`config.mk`:
```
export PLATFORM = sky130hd
export DESIGN_NAME = mdu_seq
export DESIGN_NICKNAME = d
export VERILOG_FILES = /design/src/rtl/mdu_seq.sv
export SDC_FILE = /design/constraint.sdc
export NUM_CORES = 1
export LEC_CHECK = 0
export ABC_AREA = 1
export CAP_MARGIN = 0
export CORE_MARGIN = 4
export CORE_UTILIZATION = 40
export DETAILED_ROUTE_END_ITERATION = 8
export GPL_ROUTABILITY_DRIVEN = 0
export PLACE_DENSITY = 0.67
export SLEW_MARGIN = 30
export SYNTH_ARGS = -nofsm -noshare
export SYNTH_HDL_FRONTEND = slang
export SYNTH_SLANG_ARGS = --single-unit
```
`constraint.sdc`:
```
create_clock -name clk -period 5.2 [get_ports clk]
set_input_delay 0.52 -clock clk [delete_from_list [all_inputs] [get_ports clk]]
set_output_delay 0.52 -clock clk [all_outputs]
set_load 0.01 [all_outputs]
```
`src/rtl/mdu_seq.sv`:
```
// mdu_seq: iterative MULT/MULTU/DIV/DIVU sequencer (one bit per cycle) owning the HI/LO pair.
// Rev 1.0
`default_nettype none

module mdu_seq #(
  parameter int DATA_W = 32,
  parameter int CNT_W  = 5
) (
  input  logic              clk,
  input  logic              rst_n,
  input  logic              start,
  input  logic [1:0]        op,
  input  logic [DATA_W-1:0] rs_val,
  input  logic [DATA_W-1:0] rt_val,
  input  logic              flush,
  input  logic              hilo_access,
  input  logic              mthi,
  input  logic              mtlo,
  input  logic [DATA_W-1:0] wdata,
  output logic [DATA_W-1:0] hi,
  output logic [DATA_W-1:0] lo,
  output logic              busy,
  output logic              done,
  output logic              stall_req
);

  localparam logic [1:0] S_IDLE = 2'd0;
  localparam logic [1:0] S_RUN  = 2'd1;
  localparam logic [1:0] S_FIX  = 2'd2;
  localparam logic [CNT_W-1:0] CNT_LAST = CNT_W'(DATA_W - 1);

  logic [1:0]          state, next_state;
  logic [CNT_W-1:0]    cnt;
  logic [2*DATA_W-1:0] acc;
  logic [DATA_W-1:0]   divisor;
  logic                is_div, neg_q, neg_r;

  logic              op_div, op_signed, rs_neg, rt_neg, div_zero, accept;
  logic [DATA_W-1:0] rs_abs, rt_abs;

  assign op_div    = op[1];
  assign op_signed = ~op[0];
  assign rs_neg    = op_signed & rs_val[DATA_W-1];
  assign rt_neg    = op_signed & rt_val[DATA_W-1];
  assign rs_abs    = rs_neg ? -rs_val : rs_val;
  assign rt_abs    = rt_neg ? -rt_val : rt_val;
  assign div_zero  = op_div & (rt_val == '0);
  assign accept    = (state == S_IDLE) & start & ~flush;

  // acc holds {partial product, multiplier} for mult and {remainder, dividend/quotient} for div
  logic [DATA_W:0]     mul_sum, div_shift, div_diff;
  logic                div_ok;
  logic [2*DATA_W-1:0] mul_next, div_next, prod_fix;
  logic [DATA_W-1:0]   quo_fix, rem_fix;

  assign mul_sum   = {1'b0, acc[2*DATA_W-1:DATA_W]} + (acc[0] ? {1'b0, divisor} : {(DATA_W+1){1'b0}});
  assign mul_next  = {mul_sum, acc[DATA_W-1:1]};
  assign div_shift = {acc[2*DATA_W-1:DATA_W], acc[DATA_W-1]};
  assign div_diff  = div_shift - {1'b0, divisor};
  assign div_ok    = ~div_diff[DATA_W];
  assign div_next  = {(div_ok ? div_diff[DATA_W-1:0] : div_shift[DATA_W-1:0]), acc[DATA_W-2:0], div_ok};
  assign prod_fix  = neg_q ? -acc : acc;
  assign quo_fix   = neg_q ? -acc[DATA_W-1:0] : acc[DATA_W-1:0];
  assign rem_fix   = neg_r ? -acc[2*DATA_W-1:DATA_W] : acc[2*DATA_W-1:DATA_W];

  always_ff @(posedge clk or negedge rst_n) begin
    if (!rst_n) state <= S_IDLE;
    else        state <= next_state;
  end

  always_comb begin
    next_state = state;
    if (flush) begin
      next_state = S_IDLE;
    end else begin
      case (state)
        S_IDLE:  if (start && !div_zero) next_state = S_RUN;
        S_RUN:   if (cnt == CNT_LAST) next_state = S_FIX;
        S_FIX:   next_state = S_IDLE;
        default: next_state = S_IDLE;
      endcase
    end
  end

  always_comb begin
    busy      = (state != S_IDLE);
    stall_req = busy & (hilo_access | start);
  end

  always_ff @(posedge clk or negedge rst_n) begin
    if (!rst_n) begin
      cnt     <= '0;
      acc     <= '0;
      divisor <= '0;
      is_div  <= 1'b0;
      neg_q   <= 1'b0;
      neg_r   <= 1'b0;
      hi      <= '0;
      lo      <= '0;
      done    <= 1'b0;
    end else begin
      done <= 1'b0;
      if (accept) begin
        cnt     <= '0;
        acc     <= {{DATA_W{1'b0}}, rs_abs};
        divisor <= rt_abs;
        is_div  <= op_div;
        neg_q   <= rs_neg ^ rt_neg;
        neg_r   <= rs_neg;
        // divide by zero never enters RUN: HI/LO stay as they are
        if (div_zero) done <= 1'b1;
      end else if (!flush && state == S_RUN) begin
        acc <= is_div ? div_next : mul_next;
        cnt <= cnt + CNT_W'(1);
      end else if (!flush && state == S_FIX) begin
        if (is_div) begin
          hi <= rem_fix;
          lo <= quo_fix;
        end else begin
          hi <= prod_fix[2*DATA_W-1:DATA_W];
          lo <= prod_fix[DATA_W-1:0];
        end
        done <= 1'b1;
      end
      if (state == S_IDLE) begin
        if (mthi) hi <= wdata;
        if (mtlo) lo <= wdata;
      end
    end
  end

endmodule

`default_nettype wire
```
==> metrics.cfg, run 1 <==
[timing]
clock_skew_ns = 0.0209
worst_hold_slack_ns = 0.170
max_freq_ghz = 0.287
finalSetupViolations = 0
period_share_pct = 67.0
slew_viol_final = 0
fin_crit_ns = 3.48
fin_tns_setup_ns = 0
worst_slew_pin_slew_ns = 0.976
finalWorstSetupSlack_ns = 1.72
finalHoldViolCount = 0
slew_headroom_pct = 34.2
rsz0062_at_grt = false

[global_routing]
grt_first_pass_wirelength_microns = 106000
antenna_found_initial = 4
grt_pass1_vias = 19200
grt_overflow = 0
grt_max_degree = 100
grt.total_usage_pct = 27.9

[floorplan]
die_h_microns = 218
fp.dieW_microns = 218
io_pins = 172
start_util_pct = 40.7
core_sq_mm = 0.0434
row_count = 76
fp.dieArea_sq_mm = 0.0475

[cts]
htree_num_levels = 4
cts_post_setup_buffers_inserted = 0
cts_tree = done
post_cts_resized = 0
cts_buffer_depth = 2
hold_buffers = 0
cts_root_buf = clkbuf_16
clkTransAtPathRegs_ns = 0.07
cts_sinks = 171
clock_latency_ns = 0.48
cts_made_buffers = 17

[critical_path]
start_kind = register
cp_common_cell = nand2_1
path_delay_family = simple AND/OR/NAND/NOR gates
crit_arrival_ns = 3.88
worst_path_largest_cell_delay_ns = 0.80
critical_path.max_fanout = 34
crit_chain = buf_4, nand2_1, inv_1, ha_1, inv_1, fa_1, o21ai_0, nand2_1, nand2_1, nand2_1, nand2_1, nand3_1, nand2_1, nand2_1, nand2_1, nand2_1, inv_1, nand2_1, nand2_1
crit_slowest_cell = o21ai_0
critPathCaptureType = register
cp.buffers_inverters = 4
cp.required_ns = 5.60
worstSetupPathType = register to register

[layout]
layout.nets = 3346
regArea_sq_mm = 0.00429
fillers = 4651
layout-drive-gt1-share_pct = 2.99
fin_cells = 3767
multi_input_area_sq_mm = 0.0114
final_cell_mix = nand2_1, inv_1, nor2_1
area_growth_pct = 15.5
layout_commonest_cell = nand2_1

[logic_synthesis]
synth_edf_count = 0
synthCells = 3067
async_flop_share_pct = 100
yosysUniqueCellTypes = 47
ys.flop_type = dfrtp_1
synth.avg_cell_area_sq_um = 5.75
ys_seq_elements = 171
yosysTopAreaCell = dfrtp_1
syn_area_sq_mm = 0.0176
syn-num-nets = 3244
synth_warnings = 0
ys_seq_area_share_pct = 24.3
synth_area_leaders = dfrtp_1, nand2_1, inv_1, nand3_1, nor2_1
synth_top_area_share_pct = 24.3

[power]
finalPower_uw = 9330
power_density_mw_per_mm2 = 458
p_leak_uw = 0.0102
ir_drop_uv = 189

[route]
wl_per_cell_microns = 18.1
drc = 0
final_antenna_net_count = 0
vias = 20800
wirelength_microns = 68100
drtPass1Iterations = 8
viasPerCell = 5.51
drt_iter0_drc = 2657

[min_path]
worst_hold_path_type = input port to asynchronous set/reset pin

[run_status]
status = completed

[flow_run]
drv_cap = 0

[placement]
port_buffers = 171
dpl.hpwl_microns = 53500
pre_cts_ws_ns = 1.87
dp.cells = 3735

[Yosys cell counts, types with 10 or more instances]
library cell,count
nand4_1,38
xor2_1,40
xnor2_1,15
nand3b_1,18
clkbuf_1,67
buf_2,18
nor3_1,23
a21oi_1,222
nand3_1,295
o211ai_1,18
a22oi_1,13
ha_1,70
o21ai_0,199
nand2_1,968
o21bai_1,11
inv_1,412
buf_1,15
or2_2,10
nor2_1,366
dfrtp_1,171
[layer usage]
metal | share of wire [%] | up-vias | global-route usage [%]
met5 | 0.019 | - | 0
met1 | 44 | 9493 | 40.0
met4 | 3.6 | 2 | 9.54
li1 | - | 10000 | -
met2 | 41 | 1077 | 40.1
met3 | 12 | 150 | 8.23
[per-stage QoR]
stage	cell area, sq um	util, %
floorplan	17600	-
global placement	19800	45.7
detailed placement	19800	45.7
CTS	20400	47.0
global route	20400	47.0
finish	20400	47.0
[state kept, by name, summed over array words and instances (netlist names)]
name,cells
cnt,5
hi,32
state,2
done,1
is_div,1
acc,64
neg_q,1
divisor,32
lo,32
neg_r,1
[power breakdown]
part	total, uW	leakage, uW	internal, uW	switching [uW]
clock network	1290	0.000272	669	618
logic	5730	0.00786	1890	3840
registers	2310	0.00204	1650	663
[logic make-up (layout without fill, tap and decap cells)]
family	count (synthesis)	after routing	synth area share, %
compound gates	497	497	15.2
xor+xnor	55	55	2.73
fa+ha+maj	72	72	5.19
buf+inv	523	636	11.4
flops	171	171	24.3
other cells	0	2	0
simple gates	1749	1749	41.2
[cell type report]
| type | count | area share [%] |
|---|---|---|
| multi-input cells | 2373 | 55.8 |
| flip-flops and latches | 171 | 21.0 |
| repair buffers | 188 | 9.11 |
| inverters | 418 | 7.71 |
| well taps | 585 | 3.59 |
| clock buffers | 18 | 2.11 |
| clock inverters | 12 | 0.639 |
| diodes | 2 | 0.0246 |
[worst reg2reg max path: cells and delay by family (launching register included)]
kind,cells,cell delay (ns)
adder cells (fa/ha/maj),2,0.57
flip-flops,1,0.32
AO/OA/AOI/OAI,1,0.80
AND/OR/NAND/NOR,12,1.14
buffers and inverters,4,0.60
[worst paths after layout]
| path | start | to | slack (ns) | cells after the start |
|---|---|---|---|---|
| max | acc[0] | acc[63] | 1.72 | 19 |
| min | rst_n | is_div | 0.17 | 1 |
| max reg2reg | acc[0] | acc[63] | 1.72 | 19 |
| min reg2reg | cnt[3] | cnt[3] | 0.47 | 1 |
| max in group asynchronous | rst_n | hi[4] | 4.10 | 2 |
| min in group clk | cnt[3] | cnt[3] | 0.47 | 1 |
Note: power is estimated with default switching activity, not from simulation.
==> inputs of run 2 (changes only) <==
- clock period: 5.2 -> 3.6 ns (I/O delays scaled with it)
==> metrics.cfg, run 2 (synthesis gave the netlist of run 1 again) <==
[cts]
cts_buffer_depth = 2
cts_sinks = 171
clock_latency_ns = 0.48
cts_root_buf = clkbuf_16
cts_post_setup_buffers_inserted = 0
htree_num_levels = 4
cts_made_buffers = 17
clkTransAtPathRegs_ns = 0.08
post_cts_resized = 0
cts_tree = done
hold_buffers = 1

[critical_path]
cp.required_ns = 3.96
start_kind = register
worstSetupPathType = register to register
critical_path.max_fanout = 31
critPathCaptureType = register
crit_arrival_ns = 3.40

[timing]
rsz0062_at_grt = false
period_share_pct = 84.2
finalSetupViolations = 0
max_freq_ghz = 0.330
finalHoldViolCount = 0
slew_viol_final = 0
worst_hold_slack_ns = 0.467
fin_tns_setup_ns = 0
fin_crit_ns = 3.03
clock_skew_ns = 0.0186
slew_headroom_pct = 43.1
worst_slew_pin_slew_ns = 0.853

[route]
drc = 0
drtPass1Iterations = 6
drt_iter0_drc = 2746
final_antenna_net_count = 0
wl_per_cell_microns = 18.1
viasPerCell = 5.50
wirelength_microns = 68600
vias = 20900

[power]
p_leak_uw = 0.0103
seq_power_share_pct = 22.6
power_switching_uw = 7340
sw_frac_of_total_pct = 53.8
p_int_uw = 6290
clockPowerShare_pct = 14.3
ir_drop_uv = 382
power_density_mw_per_mm2 = 661
pwr-share-comb_pct = 63.0

[layout]
largest_reg_flops = 64
layout_commonest_cell = nand2_1
area_growth_pct = 16.9
top_register = acc
layout.nets = 3376
fillers = 4578
final_cell_mix = nand2_1, inv_1, nor2_1
layout-drive-gt1-share_pct = 3.89
fin_util_pct = 47.6

[floorplan]
core_sq_mm = 0.0434
row_count = 76
fp.dieW_microns = 218
start_util_pct = 40.7
io_pins = 172
fp.dieArea_sq_mm = 0.0475
die_h_microns = 218

[placement]
dpl.hpwl_microns = 53600
port_buffers = 171

[global_routing]
grt_overflow = 0
grt_first_pass_wirelength_microns = 106000
grt_max_degree = 81
antenna_found_initial = 3
grt.total_usage_pct = 28.0
grt_pass1_vias = 19200

[min_path]
worst_hold_path_type = register to register

[flow_run]
drv_cap = 0

[run_status]
status = completed

## run 2: changes by cell type in the layout (fill, tap and decap cells not counted), sizes merged
| cell | delta |
|---|---|
| dlygate4sd3 | +1 |
| bufinv | +1 |
| clkinvlp | +1 |
| inv | -2 |
| clkbuf | +1 |
| buf | +30 |
| diode | -1 |
## run 2: critical path, stage by stage, from the launching register on
cell	delay (ns)
dfrtp_1	0.43
buf_4	0.28
nand2_1	0.11
inv_1	0.04
ha_1	0.39
nand2_1	0.10
o21ai_0	0.50
nand2_1	0.11
nand2_1	0.13
nand2_1	0.07
nand2_1	0.18
nand2_1	0.11
nand3_1	0.08
nand3_1	0.09
nand2_1	0.09
inv_1	0.08
nand2_1	0.07
nand2_1	0.05
## run 2: power by group through the flow
| stage | clock (uW) | sequential, uW | combinational [uW] |
|---|---|---|---|
| finish | 1950 | 3090 | 8590 |
| global route | 2060 | 3130 | 9490 |
| CTS | 1980 | 3050 | 8310 |
| detailed placement | 0 | 3080 | 8260 |
| global placement | 0 | 3060 | 8150 |
| floorplan | 0 | 2890 | 5810 |
## run 2: worst paths after layout
check | startpoint | end | slack (ns) | cells after the start
worst max-delay path | acc[0] | acc[53] | 0.57 | 17
worst max register to register | acc[0] | acc[53] | 0.57 | 17
worst min register to register | cnt[3] | cnt[3] | 0.47 | 1
min in group asynchronous | rst_n | divisor[31] | 0.52 | 2
max in group asynchronous | rst_n | hi[20] | 2.19 | 3
worst min-delay path | cnt[3] | cnt[3] | 0.47 | 1
## run 2: metal layers
metal  share of wire, %  up-vias  GRT usage (%)
met1                 43     9466           40.5
met3                 12      166           7.08
li1                   -    10100              -
met5              0.041        -              0
met4                3.9        4           9.80
met2                 41     1149           40.3
## run 2: stage by stage
step | power [uW] | instance area, sq um | instances | worst slack [ns]
after floorplan | 8710 | 17600 | 3067 | 0.978
after global placement | 11200 | 20000 | 3764 | 0.723
after detailed placement | 11300 | 20000 | 3764 | 0.669
after CTS | 13300 | 20600 | 3797 | 0.635
after global routing | 14700 | 20600 | 3797 | 0.320
final | 13600 | 20600 | 3798 | 0.567
## run 2: area by class of cell
cell class	instances	area [sq um]	area share (%)
clock inverter	12	136	0.661
antenna	1	2.50	0.0121
sequential	171	4280	20.8
tap	585	732	3.55
multi-input combinational	2373	11400	55.1
clock buffer	20	457	2.21
inverter	418	1570	7.61
timing repair buffer	218	2080	10.1
